**config.mk**
```make
export PLATFORM = sky130hd
export DESIGN_NAME = spi_req_arbiter
export DESIGN_NICKNAME = d
export VERILOG_FILES = /design/src/rtl/spi_req_arbiter.sv
export SDC_FILE = /design/constraint.sdc
export NUM_CORES = 1
export LEC_CHECK = 0
export ABC_AREA = 0
export BUFFER_PORTS_ARGS = -buffer_cell sky130_fd_sc_hd__buf_2
export CORE_ASPECT_RATIO = 1.25
export CORE_MARGIN = 1.5
export CORE_UTILIZATION = 52
export DETAILED_ROUTE_END_ITERATION = 8
export PLACE_DENSITY = 0.84
export SYNTH_ARGS = -nofsm -noshare
export SYNTH_HDL_FRONTEND = slang
export SYNTH_SLANG_ARGS = --single-unit
export TNS_END_PERCENT = 30
```
**constraint.sdc**
```tcl
create_clock -name clk -period 5.01 [get_ports clk]
set_input_delay 0.2505 -clock clk [delete_from_list [all_inputs] [get_ports clk]]
set_output_delay 0.2505 -clock clk [all_outputs]
set_load 0.005 [all_outputs]
```
**src/rtl/spi_req_arbiter.sv**
```systemverilog
`default_nettype none
// +----------------------------------------------------------------------+
// | spi_req_arbiter: round-robin sharing of one byte-wide SPI master      |
// | among N_REQ clients; SPI_TIMEOUT_EN adds a WAIT abort.   Rev 1.0      |
// +----------------------------------------------------------------------+
module spi_req_arbiter #(
  parameter int N_REQ   = 4,
  parameter int TIMEOUT = 1024
) (
  input  logic               clk,
  input  logic               rst,
  input  logic [N_REQ-1:0]   req,
  input  logic [N_REQ-1:0]   req_lock,
  input  logic [8*N_REQ-1:0] req_data,
  output logic [N_REQ-1:0]   gnt,
  output logic [N_REQ-1:0]   rsp_valid,
  output logic [7:0]         rsp_data,
  output logic               busy,
  output logic               timeout_err,
  output logic               spi_start_n,
  output logic [7:0]         spi_data_in,
  input  logic [7:0]         spi_data_out,
  input  logic               spi_done
);

  localparam int IW = (N_REQ > 1) ? $clog2(N_REQ) : 1;

  if (N_REQ < 2 || N_REQ > 8 || TIMEOUT < 2) begin : g_bad_param
    $error("spi_req_arbiter: N_REQ must be 2..8 and TIMEOUT at least 2");
  end

  typedef enum logic [1:0] {
    S_IDLE   = 2'd0,
    S_LAUNCH = 2'd1,
    S_WAIT   = 2'd2,
    S_RESP   = 2'd3
  } state_t;

  state_t            state_q, state_d;
  logic [IW-1:0]     idx_q, idx_d, rr_ptr_q, rr_ptr_d;
  logic [N_REQ-1:0]  gnt_q, gnt_d, rsp_valid_q, rsp_valid_d;
  logic [7:0]        rsp_data_q, rsp_data_d, spi_data_in_q, spi_data_in_d;
  logic              busy_q, busy_d, spi_start_n_q, spi_start_n_d;
  logic              done_q;
  logic              done_rise;
  logic [7:0]        req_byte [N_REQ];
  logic [IW-1:0]     pick, idx_next;
  logic              pick_vld;
  logic [IW:0]       cand;

  for (genvar i = 0; i < N_REQ; i++) begin : g_req_byte
    assign req_byte[i] = req_data[8*i +: 8];
  end

  // Only a fresh rising edge completes a byte; a level left over from the previous byte is ignored.
  assign done_rise = spi_done & ~done_q;
  assign idx_next  = (idx_q == IW'(N_REQ - 1)) ? '0 : idx_q + IW'(1);

`ifdef SPI_TIMEOUT_EN
  localparam int TW = $clog2(TIMEOUT + 1);
  logic [TW-1:0] tmo_cnt_q, tmo_cnt_d;
  logic          timeout_err_q, timeout_err_d;
  logic          tmo_hit;
  assign tmo_hit     = (tmo_cnt_q == TW'(TIMEOUT - 1));
  assign timeout_err = timeout_err_q;
`else
  assign timeout_err = 1'b0;
`endif

  // Scan from the highest offset down so the last hit is the one closest to rr_ptr.
  always_comb begin
    pick     = '0;
    pick_vld = 1'b0;
    cand     = '0;
    for (int k = N_REQ - 1; k >= 0; k--) begin
      cand = {1'b0, rr_ptr_q} + (IW+1)'(k);
      if (cand >= (IW+1)'(N_REQ)) cand = cand - (IW+1)'(N_REQ);
      if (req[cand[IW-1:0]]) begin
        pick     = cand[IW-1:0];
        pick_vld = 1'b1;
      end
    end
  end

  always_comb begin
    state_d       = state_q;
    idx_d         = idx_q;
    rr_ptr_d      = rr_ptr_q;
    gnt_d         = '0;
    rsp_valid_d   = '0;
    rsp_data_d    = rsp_data_q;
    spi_data_in_d = spi_data_in_q;
    spi_start_n_d = 1'b1;
`ifdef SPI_TIMEOUT_EN
    tmo_cnt_d     = tmo_cnt_q;
    timeout_err_d = 1'b0;
`endif
    case (state_q)
      S_IDLE: begin
        if (pick_vld) begin
          idx_d         = pick;
          spi_data_in_d = req_byte[pick];
          gnt_d         = N_REQ'(1) << pick;
          state_d       = S_LAUNCH;
        end
      end
      S_LAUNCH: begin
        spi_start_n_d = 1'b0;
`ifdef SPI_TIMEOUT_EN
        tmo_cnt_d     = '0;
`endif
        state_d       = S_WAIT;
      end
      S_WAIT: begin
        if (done_rise) begin
          rsp_data_d  = spi_data_out;
          rsp_valid_d = N_REQ'(1) << idx_q;
          state_d     = S_RESP;
        end
`ifdef SPI_TIMEOUT_EN
        else if (tmo_hit) begin
          rsp_data_d    = 8'hFF;
          rsp_valid_d   = N_REQ'(1) << idx_q;
          timeout_err_d = 1'b1;
          rr_ptr_d      = idx_next;
          state_d       = S_IDLE;
        end else begin
          tmo_cnt_d = tmo_cnt_q + TW'(1);
        end
`endif
      end
      S_RESP: begin
        if (req_lock[idx_q] & req[idx_q]) begin
          spi_data_in_d = req_byte[idx_q];
          gnt_d         = N_REQ'(1) << idx_q;
          state_d       = S_LAUNCH;
        end else begin
          rr_ptr_d = idx_next;
          state_d  = S_IDLE;
        end
      end
      default: state_d = S_IDLE;
    endcase
    busy_d = (state_d != S_IDLE);
  end

  always_ff @(posedge clk or negedge rst) begin
    if (!rst) begin
      state_q       <= S_IDLE;
      idx_q         <= '0;
      rr_ptr_q      <= '0;
      gnt_q         <= '0;
      rsp_valid_q   <= '0;
      rsp_data_q    <= '0;
      spi_data_in_q <= '0;
      spi_start_n_q <= 1'b1;
      busy_q        <= 1'b0;
      done_q        <= 1'b0;
`ifdef SPI_TIMEOUT_EN
      tmo_cnt_q     <= '0;
      timeout_err_q <= 1'b0;
`endif
    end else begin
      state_q       <= state_d;
      idx_q         <= idx_d;
      rr_ptr_q      <= rr_ptr_d;
      gnt_q         <= gnt_d;
      rsp_valid_q   <= rsp_valid_d;
      rsp_data_q    <= rsp_data_d;
      spi_data_in_q <= spi_data_in_d;
      spi_start_n_q <= spi_start_n_d;
      busy_q        <= busy_d;
      done_q        <= spi_done;
`ifdef SPI_TIMEOUT_EN
      tmo_cnt_q     <= tmo_cnt_d;
      timeout_err_q <= timeout_err_d;
`endif
    end
  end

  assign gnt         = gnt_q;
  assign rsp_valid   = rsp_valid_q;
  assign rsp_data    = rsp_data_q;
  assign busy        = busy_q;
  assign spi_start_n = spi_start_n_q;
  assign spi_data_in = spi_data_in_q;

endmodule
`default_nettype wire

```
==> After elaboration in Yosys (flattened, before gate mapping) <==
Cells that the tools add are included.
{ "op_classes": {"add_sub_neg": 8, "n_mul": 0, "div_mod_pow": 0, "magnitude_cmp": 11, "eq_ne": 6, "n_shift": 2, "n_mux": 44, "n_bitwise": 6, "reduce_logical": 7} }
{ "op_table": {"columns": ["operator", "count"], "rows": [
  ["$mux W8", 6],
  ["$bmux W8 S2", 2],
  ["$mux W2", 11],
  ["$mux W4", 4],
  ["$pmux W8 S2", 1],
  ["$ge A3 B3 Y1 const B", 5],
  ["$lt A2 B3 Y1 const B", 5],
  ["$bmux W1 S2", 6],
  ["$mux W1", 12],
  ["$pmux W2 S4", 1],
  ["$pmux W4 S2", 1],
  ["$shl A1 B2 Y4 const A", 2],
  ["$sub A2 B1 Y2 const B", 4],
  ["$add A2 B2 Y3 const B", 2],
  ["$eq A2 B2 Y1 const B", 3],
  ["$not A2 Y3", 2],
  ["$reduce_and A2 Y1", 3],
  ["$ne A2 B2 Y1 const B", 2],
  ["$reduce_bool A2 Y1", 2],
  ["$add A2 B1 Y3 const B", 1],
  ["$ge A2 B3 Y1 const B", 1],
  ["$reduce_and A3 Y1", 1],
  ["$add A2 B1 Y2 const B", 1],
  ["$and A1 B1 Y1", 2],
  ["other kinds (3)", 4]
]} }
{ "totals": {"register_bits": 33, "latch_bits": 0, "mem_bits_rw": 0, "rom_bits": 0, "word_cells": 94, "n_memories": 0} }

==> Depth between registers and ports, before layout <==
Gate-level depths: netlist (run 1).
{ "depth": {"depth_word": 15, "depth_mapped": 8, "mapped_depth_nobuf": 6} }

==> Worst setup path before layout (run 1) <==
OpenSTA, ideal clock, no wires.
{ "synth_timing": {"kind": "flip-flop to flip-flop", "from": "register idx_q[0]", "to": "register spi_data_in_q[1], in the netlist spi_data_in[1]", "arrival_time_ns": 1.834, "required_ns": 4.884, "slack_ns": 3.050, "path_stages_with_launch": 8, "synth_period_minus_slack_ns": 1.960, "path_cell_list": "dfrtp_1 -> buf_6 -> inv_4 -> mux4_2 -> nand2_2 -> nand3b_4 -> buf_6 -> a221o_1"} }
{ "synth_between": {"elab_chain_cells": 6, "elab_cells_between_ends": 13, "classes_between": "1 x eq/ne; 9 x mux; 2 x bitwise; 1 x reduce/logical"} }
{ "synth_rtl": {"columns": ["item", "line_no", "rtl"], "rows": [
  ["start: declaration", "40", "logic [IW-1:0] idx_q, idx_d, rr_ptr_q, rr_ptr_d;"],
  ["start signal: assignment", "165", "idx_q <= idx_d;"],
  ["$not A2 Y3 (not written as such)", "134", "spi_data_in_d = req_byte[idx_q];"],
  ["$bmux W8 S2", "134", null],
  ["$mux W8 (not written as such) (2 in series)", "134", null],
  ["$mux W8", "133", "if (req_lock[idx_q] & req[idx_q]) begin"],
  ["$pmux W8 S2", "98", "case (state_q)"],
  ["end signal: assignment", "170", "spi_data_in_q <= spi_data_in_d;"],
  ["end: declaration", "42", "logic [7:0] rsp_data_q, rsp_data_d, spi_data_in_q, spi_data_in_d;"]
]} }
Parallel ways exist; a longest one is shown, timed or not. The select of a mux whose other input is x is not followed.
A chain may end at the register's enable or synchronous reset.

==> Worst setup path in the final report (run 1) <==
{ "layout_timing": {"from": "register idx_q[0]", "to": "register spi_data_in_q[6], in the netlist spi_data_in[6]"} }
The elaborated chain is that of the path after synthesis.

==> run metrics, run 1 <==
status completed; RSZ-0062 raised after global routing no; CP required about 5.2 ns; Num CTS Buffers 5; # rows 25; Max Clk Rate around 440 MHz; ys flop type dfrtp_1; WL final 4080 um; Layout Cells excl Fill roughly 280; core area ~3700 um^2; All-Layer GR Usage 0.211; CTS tree yes; Mapped Cells 166; DRT Pass-1 Iters 4; Slew headroom 0.530; sequential fraction of the synthesis area 0.413; Fin. Hold Viols 0; DRT iter0 DRCs between 40 and 50; Post-DP HPWL ~3200 um; post-route ant nets 0; CTS Buffer Depth 2; CTS Root Cell clkbuf_8; global route overflow 0; vias per std cell 5.62; initial antenna violation count 0; Slew @ Worst Pin about 0.70 ns; share of cells above drive strength 1 0.436; Peak supply drop around 310 uV; dominant cell type by area after synthesis dfrtp_1; Data arrival, critical path approximately 2.5 ns; post-CTS sizing 0; dpl cells around 280; Worst-path clk slew around 0.070 ns; first-pass GRT wire length just under 7000 um; DR WL/cell between 10 and 15 um; MaxCap Viol Count 0; drt drc 0; die area about 4200 um^2; syn_nets 225; pin count of the biggest net entering global routing 34; unique cell type count in the Yosys netlist 34; Buffers on Ports between 70 and 80; post-synth top area share 0.400; area of the multi-input gates about 1100 um^2; Die Y about 72 um; hold buffers post-CTS 0; Filler cells around 280; Nets about 300; startpoint types flip-flop; CTS H-tree lvls 2; ys async rst share 1.00; FF-to-FF path depth 6; P_leak ~1.3 nW; area delta synth->final 23.4%; critical-path maximum fanout 17; setup bufs post-CTS 0; mapped cell area ~2000 um^2; Reg area ~830 um^2; setup TNS 0 ns; final-report max-slew violation count 0; FF+latch count, synth 33; routability congestion estimate around 0.83; number of flops mapped to enable cells by yosys 0; IO Pins ~80; # clock sinks 33; ant diodes 0; minimum clock period 2.26 ns; Clock Skew slightly above 0.006 ns; vias in the first global route about 1500; Crit. End Element flip-flop; endpoint of the worst register-to-register path spi_data_in[6]; Clock Latency Late Sink approximately 0.28 ns; CP Class flip-flop to flip-flop; largest cells by area after synthesis dfrtp_1 40%, mux2i_1 13%, mux4_1 6.6%; Initial Utilization 0.538; commonest non-fill, non-tap cells in the layout 76 x buf_2, 32 x dfrtp_1, 27 x mux2i_1, 15 x nand2_1, 13 x nor2_1; HP Class input pin to async pin; PD cells 558 nW/um^2; vias post-DR 1591; Final Setup Violations 0; Final period util 0.451; die span in x slightly below 60 um; R2R Setup Slk around 2.8 ns; Synth Warn # 0; worst flop-to-flop path startpoint idx_q[0]; commonest non-fill, non-tap cell in the layout buf_2; Mapped Avg Cell Area ~12 um^2; Design Power around 1.4 mW
-- worst max-delay path by stage --
stage,slack [ns],start,endpoint,depth (start not counted)
floorplan,3.05,idx_q[0],spi_data_in[1],7
global placement,2.85,idx_q[0],spi_data_in[6],6
detailed placement,2.75,idx_q[0],spi_data_in[6],6
CTS,2.72,idx_q[0],spi_data_in[6],6
global route,2.59,idx_q[0],spi_data_in[6],6
finish,2.75,idx_q[0],spi_data_in[6],6
-- state kept, by name, indices dropped and copies added (netlist names), 2 cells and up --
| signal | flops |
|---|---|
| rsp_valid | 4 |
| spi_data_in | 8 |
| rr_ptr_q | 2 |
| rsp_data | 8 |
| state_q | 2 |
| gnt | 4 |
| idx_q | 2 |
-- per-stage QoR --
step | setup slack, ns | util | area [um^2] | hold WS (ns)
after floorplan | 3.05 | - | 2000 | -0.0451
after global placement | 2.85 | 0.641 | 2390 | 0.328
after detailed placement | 2.75 | 0.641 | 2390 | 0.335
after CTS | 2.72 | 0.665 | 2470 | 0.0364
after global routing | 2.59 | 0.665 | 2470 | 0.0794
final | 2.75 | 0.665 | 2470 | 0.0157
-- power by group --
part,internal (mW),switching (mW)
logic,0.370,0.340
clock network,0.0956,0.0939
registers,0.381,0.0992
-- cells by family (layout without fill, tap and decap cells) --
group / after synthesis / after routing / share of synthesized area
AOI/OAI and AO/OA: 21 / 21 / 0.0899
adders and majority gates: 8 / 8 / 0.0499
buffers and inverters: 16 / 93 / 0.0437
DFF: 33 / 33 / 0.413
muxes: 45 / 45 / 0.296
other: 1 / 1 / 0.00187
and+or+nand+nor: 42 / 42 / 0.106
-- layer usage --
layer | global-route usage | routed length, um | vias up
met2 | 0.375 | 2120 | 61
met5 | 0 | 0 | -
met4 | 0.0956 | 83 | 0
met3 | 0.0392 | 223 | 8
li1 | - | - | 767
met1 | 0.242 | 1650 | 755
-- area by class of cell --
class                      instances  area share
tap                               40      0.0202
inverter                           8      0.0132
sequential                        33       0.334
timing repair buffer              77       0.157
clock buffer                       5      0.0278
clock inverter                     3     0.00708
multi-input combinational        117       0.441
-- critical path, cell delays in order, from the launching register on --
cell and delay (ns):
dfrtp_1 0.61, inv_4 0.17, mux4_2 0.53, nand2_2 0.14
nand3b_4 0.20, nor2_2 0.33, a221o_1 0.21
-- Yosys cell counts (2+ instances only) --
cell type / number
a32oi_1: 4
mux2_2: 9
o21a_1: 2
or2_2: 2
nor2b_1: 2
ha_1: 8
buf_6: 2
mux4_2: 4
dfrtp_1: 32
a21oi_1: 2
buf_4: 2
clkbuf_1: 2
nand2_1: 15
nor2_1: 13
and3_1: 4
a221o_1: 8
inv_1: 7
mux4_1: 5
buf_2: 2
mux2i_1: 27
Note: power is estimated with default switching activity, not from simulation.
==> run 2, diff against run 1 <==
CORE_UTILIZATION = 49   (was 52)
PLACE_DENSITY = 0.8   (was 0.84)
clock period = 2.2 ns   (was 5.01 ns; I/O delays follow)
==> run 2 against run 1 <==
Net effect:
- clock skew about the same
- clock-buffer cell count up 1
- first-iteration DRC count up 2.2%
- register-to-register slack worse by 2.5 ns
- setup slack worse by 2.5 ns
- non-clock buffer count up 6
- fmax up 15%
- via count up 0.82%
- sequential cell count unchanged
- combinational power up 140%
- clock power up 130%
- largest power group unchanged
==> run metrics, run 2 (synthesis results as in run 1) <==
worst flop-to-flop path startpoint idx_q[0]; FF-to-FF path depth 6; vias post-DR about 1600; P_sw roughly 1.2 mW; share of cells above drive strength 1 0.438; switching share of total power 0.378; CP startpoint idx_q[0]; CTS H-tree lvls 2; fin util 0.660; HP Class input pin to flip-flop; setup TNS 0 ns; Worst-path clk slew ~0.07 ns; Slew headroom 0.543; minimum clock period 1.96 ns; area delta synth->final 26.6%; Clock Latency Late Sink approximately 0.28 ns; CTS Buffer Depth 2; Filler cells 344; initial antenna violation count 0; pre-CTS setup slack 0.228 ns; post-route setup slack 0.235 ns; WL final ~4000 um; All-Layer GR Usage 0.194; DR WL/cell between 10 and 15 um; Seq pwr share 0.318; CP required between 2 and 2.5 ns; die span in x about 60 um; hold_sp spi_data_out[6]; PD cells around 1200 nW/um^2; R2R Setup Slk about 0.24 ns; Buffers on Ports 76; CTS tree yes; CTS Root Cell clkbuf_8; ant diodes 0; Crit. End Element flip-flop; critical-path maximum fanout 17; Final Setup Violations 0; vias in the first global route about 1500; setup bufs post-CTS 0; CP Class flip-flop to flip-flop; routability congestion estimate ~0.82; Slew @ Worst Pin ~0.69 ns; area of the multi-input gates ~1100 um^2; Max Clk Rate 509 MHz; final-report max-slew violation count 0; commonest non-fill, non-tap cell in the layout buf_2; die area around 4500 um^2; DRT Pass-1 Iters 4; Initial Utilization 0.521; core area just under 4000 um^2; P_leak approximately 1.3 nW; Reg area 827 um^2; Nets between 300 and 400; commonest non-fill, non-tap cells in the layout 76 x buf_2, 32 x dfrtp_1, 27 x mux2i_1, 15 x nand2_1, 13 x nor2_1; MaxCap Viol Count 0; Clock Skew between 0.005 and 0.006 ns; startpoint types flip-flop; first-pass GRT wire length around 6400 um; # rows 25; status completed; Peak supply drop 544 uV; hold path depth 2; combinational share of power 0.547; # clock sinks 33; drt drc 0; Final period util 0.893; Die Y 74.5 um; DRT iter0 DRCs 47; Fin. Hold Viols 0; IO Pins 78; Post-DP HPWL between 3000 and 4000 um; pin count of the biggest net entering global routing 34; P_int ~2.0 mW; vias per std cell around 5.3; post-route ant nets 0; RSZ-0062 raised after global routing no; Num CTS Buffers 5; Design Power between 3 and 4 mW; power share of the clock group 0.135; Data arrival, critical path 2.18 ns; global route overflow 0
run 2: cell count changes in the layout (fill, tap and decap cells not counted), sizes merged:
| cell | change |
|---|---|
| dlygate4sd3 | +2 |
| buf | +4 |
| clkbuf | +1 |
| clkinvlp | -1 |
run 2: area by class of cell:
type	instances	share of cell area
multi-input cells	117	0.429
flip-flops and latches	33	0.326
repair buffers	83	0.173
clock buffers	6	0.0286
well taps	54	0.0266
inverters	8	0.0128
clock inverters	2	0.00394
run 2: layer usage:
layer / GRT usage / up-vias / part of all wire / wire (um)
met2: 0.335 / 63 / 0.49 / 1990
met4: 0.0889 / 0 / 0.019 / 78
met3: 0.0539 / 7 / 0.063 / 253
met1: 0.218 / 758 / 0.42 / 1700
met5: 0 / - / 0 / 0
li1: - / 776 / - / -
run 2: final timing paths:
path                                  end
max                        spi_data_in[7]
min                           rsp_data[6]
max reg2reg                spi_data_in[7]
min reg2reg                   rsp_data[5]
max in group asynchronous  spi_data_in[0]
min in group asynchronous            busy
run 2: critical path, cell delays in order (launching register included):
cell      delay, ns
dfrtp_1        0.41
inv_4          0.08
mux4_2         0.52
nand2_2        0.15
nand3b_4       0.20
nor2_2         0.33
a221o_1        0.21
run 2: what timing repair did:
action / 4_1_cts / 5_1_grt
hold buffers: 2 / 0
hold endpoints to repair: 33 / 0
resized for setup: 0 / 0
run 2: power groups by stage:
| stage | combinational, mW | clock [mW] | sequential, mW |
|---|---|---|---|
| 2_1_floorplan | 1.27 | 0 | 1.03 |
| 3_3_place_gp | 1.70 | 0 | 1.02 |
| 3_5_place_dp | 1.75 | 0 | 1.02 |
| 4_1_cts | 1.76 | 0.431 | 1.01 |
| 5_1_grt | 1.92 | 0.455 | 1.04 |
| 6_report | 1.73 | 0.427 | 1.01 |
run 2: stage by stage:
step                      cells  hold slack [ns]  instance area, um^2
after floorplan             166           -0.186                 2000
after global placement      293            0.185                 2430
after detailed placement    293            0.187                 2430
after CTS                   303           0.0559                 2540
after global routing        303           0.0598                 2540
final                       303           0.0588                 2540
==> run 3, diff against run 2 <==
CTS_BUF_LIST = sky130_fd_sc_hd__clkbuf_16   (was not set)
==> run 3 against run 2 <==
Net effect:
- sequential cell count stayed put
- global-route usage is 0.44 points higher
- routed wire length is 1.4% higher
- cell count stayed put
- largest power group unchanged
- first-iteration DRC count is 49% higher
- hold slack better by 0.013 ns
- clock-buffer cell count is 1 lower
==> run metrics, run 3 (synthesis results as in run 1) <==
status completed; # rows 25; global route overflow 0; Data arrival, critical path ~2.2 ns; area post-placement between 2000 and 2500 um^2; final-report max-slew violation count 0; Slowest cell on crit path mux4_2; # clock sinks 33; ant diodes 0; hold buffers post-CTS 2; routability congestion estimate 0.816; Layout Cells excl Fill roughly 300; Slew headroom 0.554; hold path depth 2; Max Clk Rate approximately 500 MHz; CTS H-tree lvls 2; pre-CTS setup slack about 0.23 ns; Initial Utilization 0.521; drt drc 0; Crit path depth 6; CP top delay family simple AND/OR/NAND/NOR gates; CP Class flip-flop to flip-flop; Buffers on Ports 76; vias post-DR between 1500 and 2000; post-CTS sizing 0; setup TNS 0 ns; Slew @ Worst Pin 0.668 ns; initial antenna violation count 0; Clock Skew just over 0.005 ns; startpoint types flip-flop; Final Setup Violations 0; CTS Buffer Depth 2; commonest non-fill, non-tap cells in the layout 76 x buf_2, 32 x dfrtp_1, 27 x mux2i_1, 15 x nand2_1, 13 x nor2_1; Num CTS Buffers 5; fin util 0.674; CTS tree yes; Design Power around 3.4 mW; Post-DP HPWL 3070 um; HP Class input pin to flip-flop; Critical path buffers and inverters 1; DR WL/cell approximately 13 um; DRT iter0 DRCs 70; CP required 2.40 ns; FF-to-FF path depth 6; Crit. End Element flip-flop; minimum clock period slightly below 2 ns; RSZ-0062 raised after global routing no; Worst-path clk slew 0.05 ns; vias in the first global route approximately 1500; Nets between 300 and 400; first-pass GRT wire length roughly 6500 um; IO Pins 78; worst hold slack 0.0719 ns; Final Cell Area ~2600 um^2; share of cells above drive strength 1 0.438; die span in x 60.2 um; Peak supply drop ~580 uV; All-Layer GR Usage 0.198; P_leak approximately 1.3 nW; CTS Root Cell clkbuf_16; post-route ant nets 0; commonest non-fill, non-tap cell in the layout buf_2; PD cells 1310 nW/um^2; Max stage delay on crit path between 0.5 and 0.6 ns; MaxCap Viol Count 0; Die Y 74.5 um; core area approximately 3800 um^2; Clock Latency Late Sink between 0.2 and 0.3 ns; WL final 4080 um; area delta synth->final 29.4%; setup bufs post-CTS 0; Cell Chain, Critical Path inv_4, mux4_2, nand2_2, nand3b_4, nor2_2, a221o_1; post-route setup slack between 0.2 and 0.25 ns; DRT Pass-1 Iters 4; vias per std cell between 5 and 6; die area 4490 um^2; R2R Setup Slk about 0.23 ns; dpl cells about 290; Fin. Hold Viols 0; critical-path maximum fanout 17; Final period util 0.895; pin count of the biggest net entering global routing 34
## run 3: cell types whose count changed in the layout (fill, tap and decap cells not counted)
cell	change
inv_1	+1
clkbuf_1	-1
clkbuf_8	-5
clkbuf_16	+5
## run 3: worst paths after layout
path / from / to
worst min-delay path: spi_data_out[6] / rsp_data[6]
worst min register to register: rsp_data[1] / rsp_data[1]
worst max register to register: idx_q[0] / spi_data_in[7]
min in group asynchronous: rst / busy
worst max-delay path: idx_q[0] / spi_data_in[7]
max in group asynchronous: rst / spi_data_in[0]
## run 3: metal layers
metal | vias up | GRT usage | wire length [um]
met5 | - | 0 | 0
met4 | 0 | 0.0815 | 40
met3 | 2 | 0.0539 | 264
met2 | 68 | 0.342 | 2080
met1 | 769 | 0.229 | 1690
li1 | 780 | - | -
## run 3: cell type report
type | instances | area, um^2
Inverter | 8 | 32.5
Clock buffer | 5 | 125
Tap cell | 54 | 67.6
Sequential cell | 33 | 827
Multi-Input combinational cell | 117 | 1090
Timing Repair Buffer | 83 | 438
Fill cell | 341 | 1250
Clock inverter | 3 | 13.8
## run 3: power by group
group,internal [mW],switching [mW]
clock,0.409,0.228
combinational,0.883,0.861
sequential,0.871,0.142
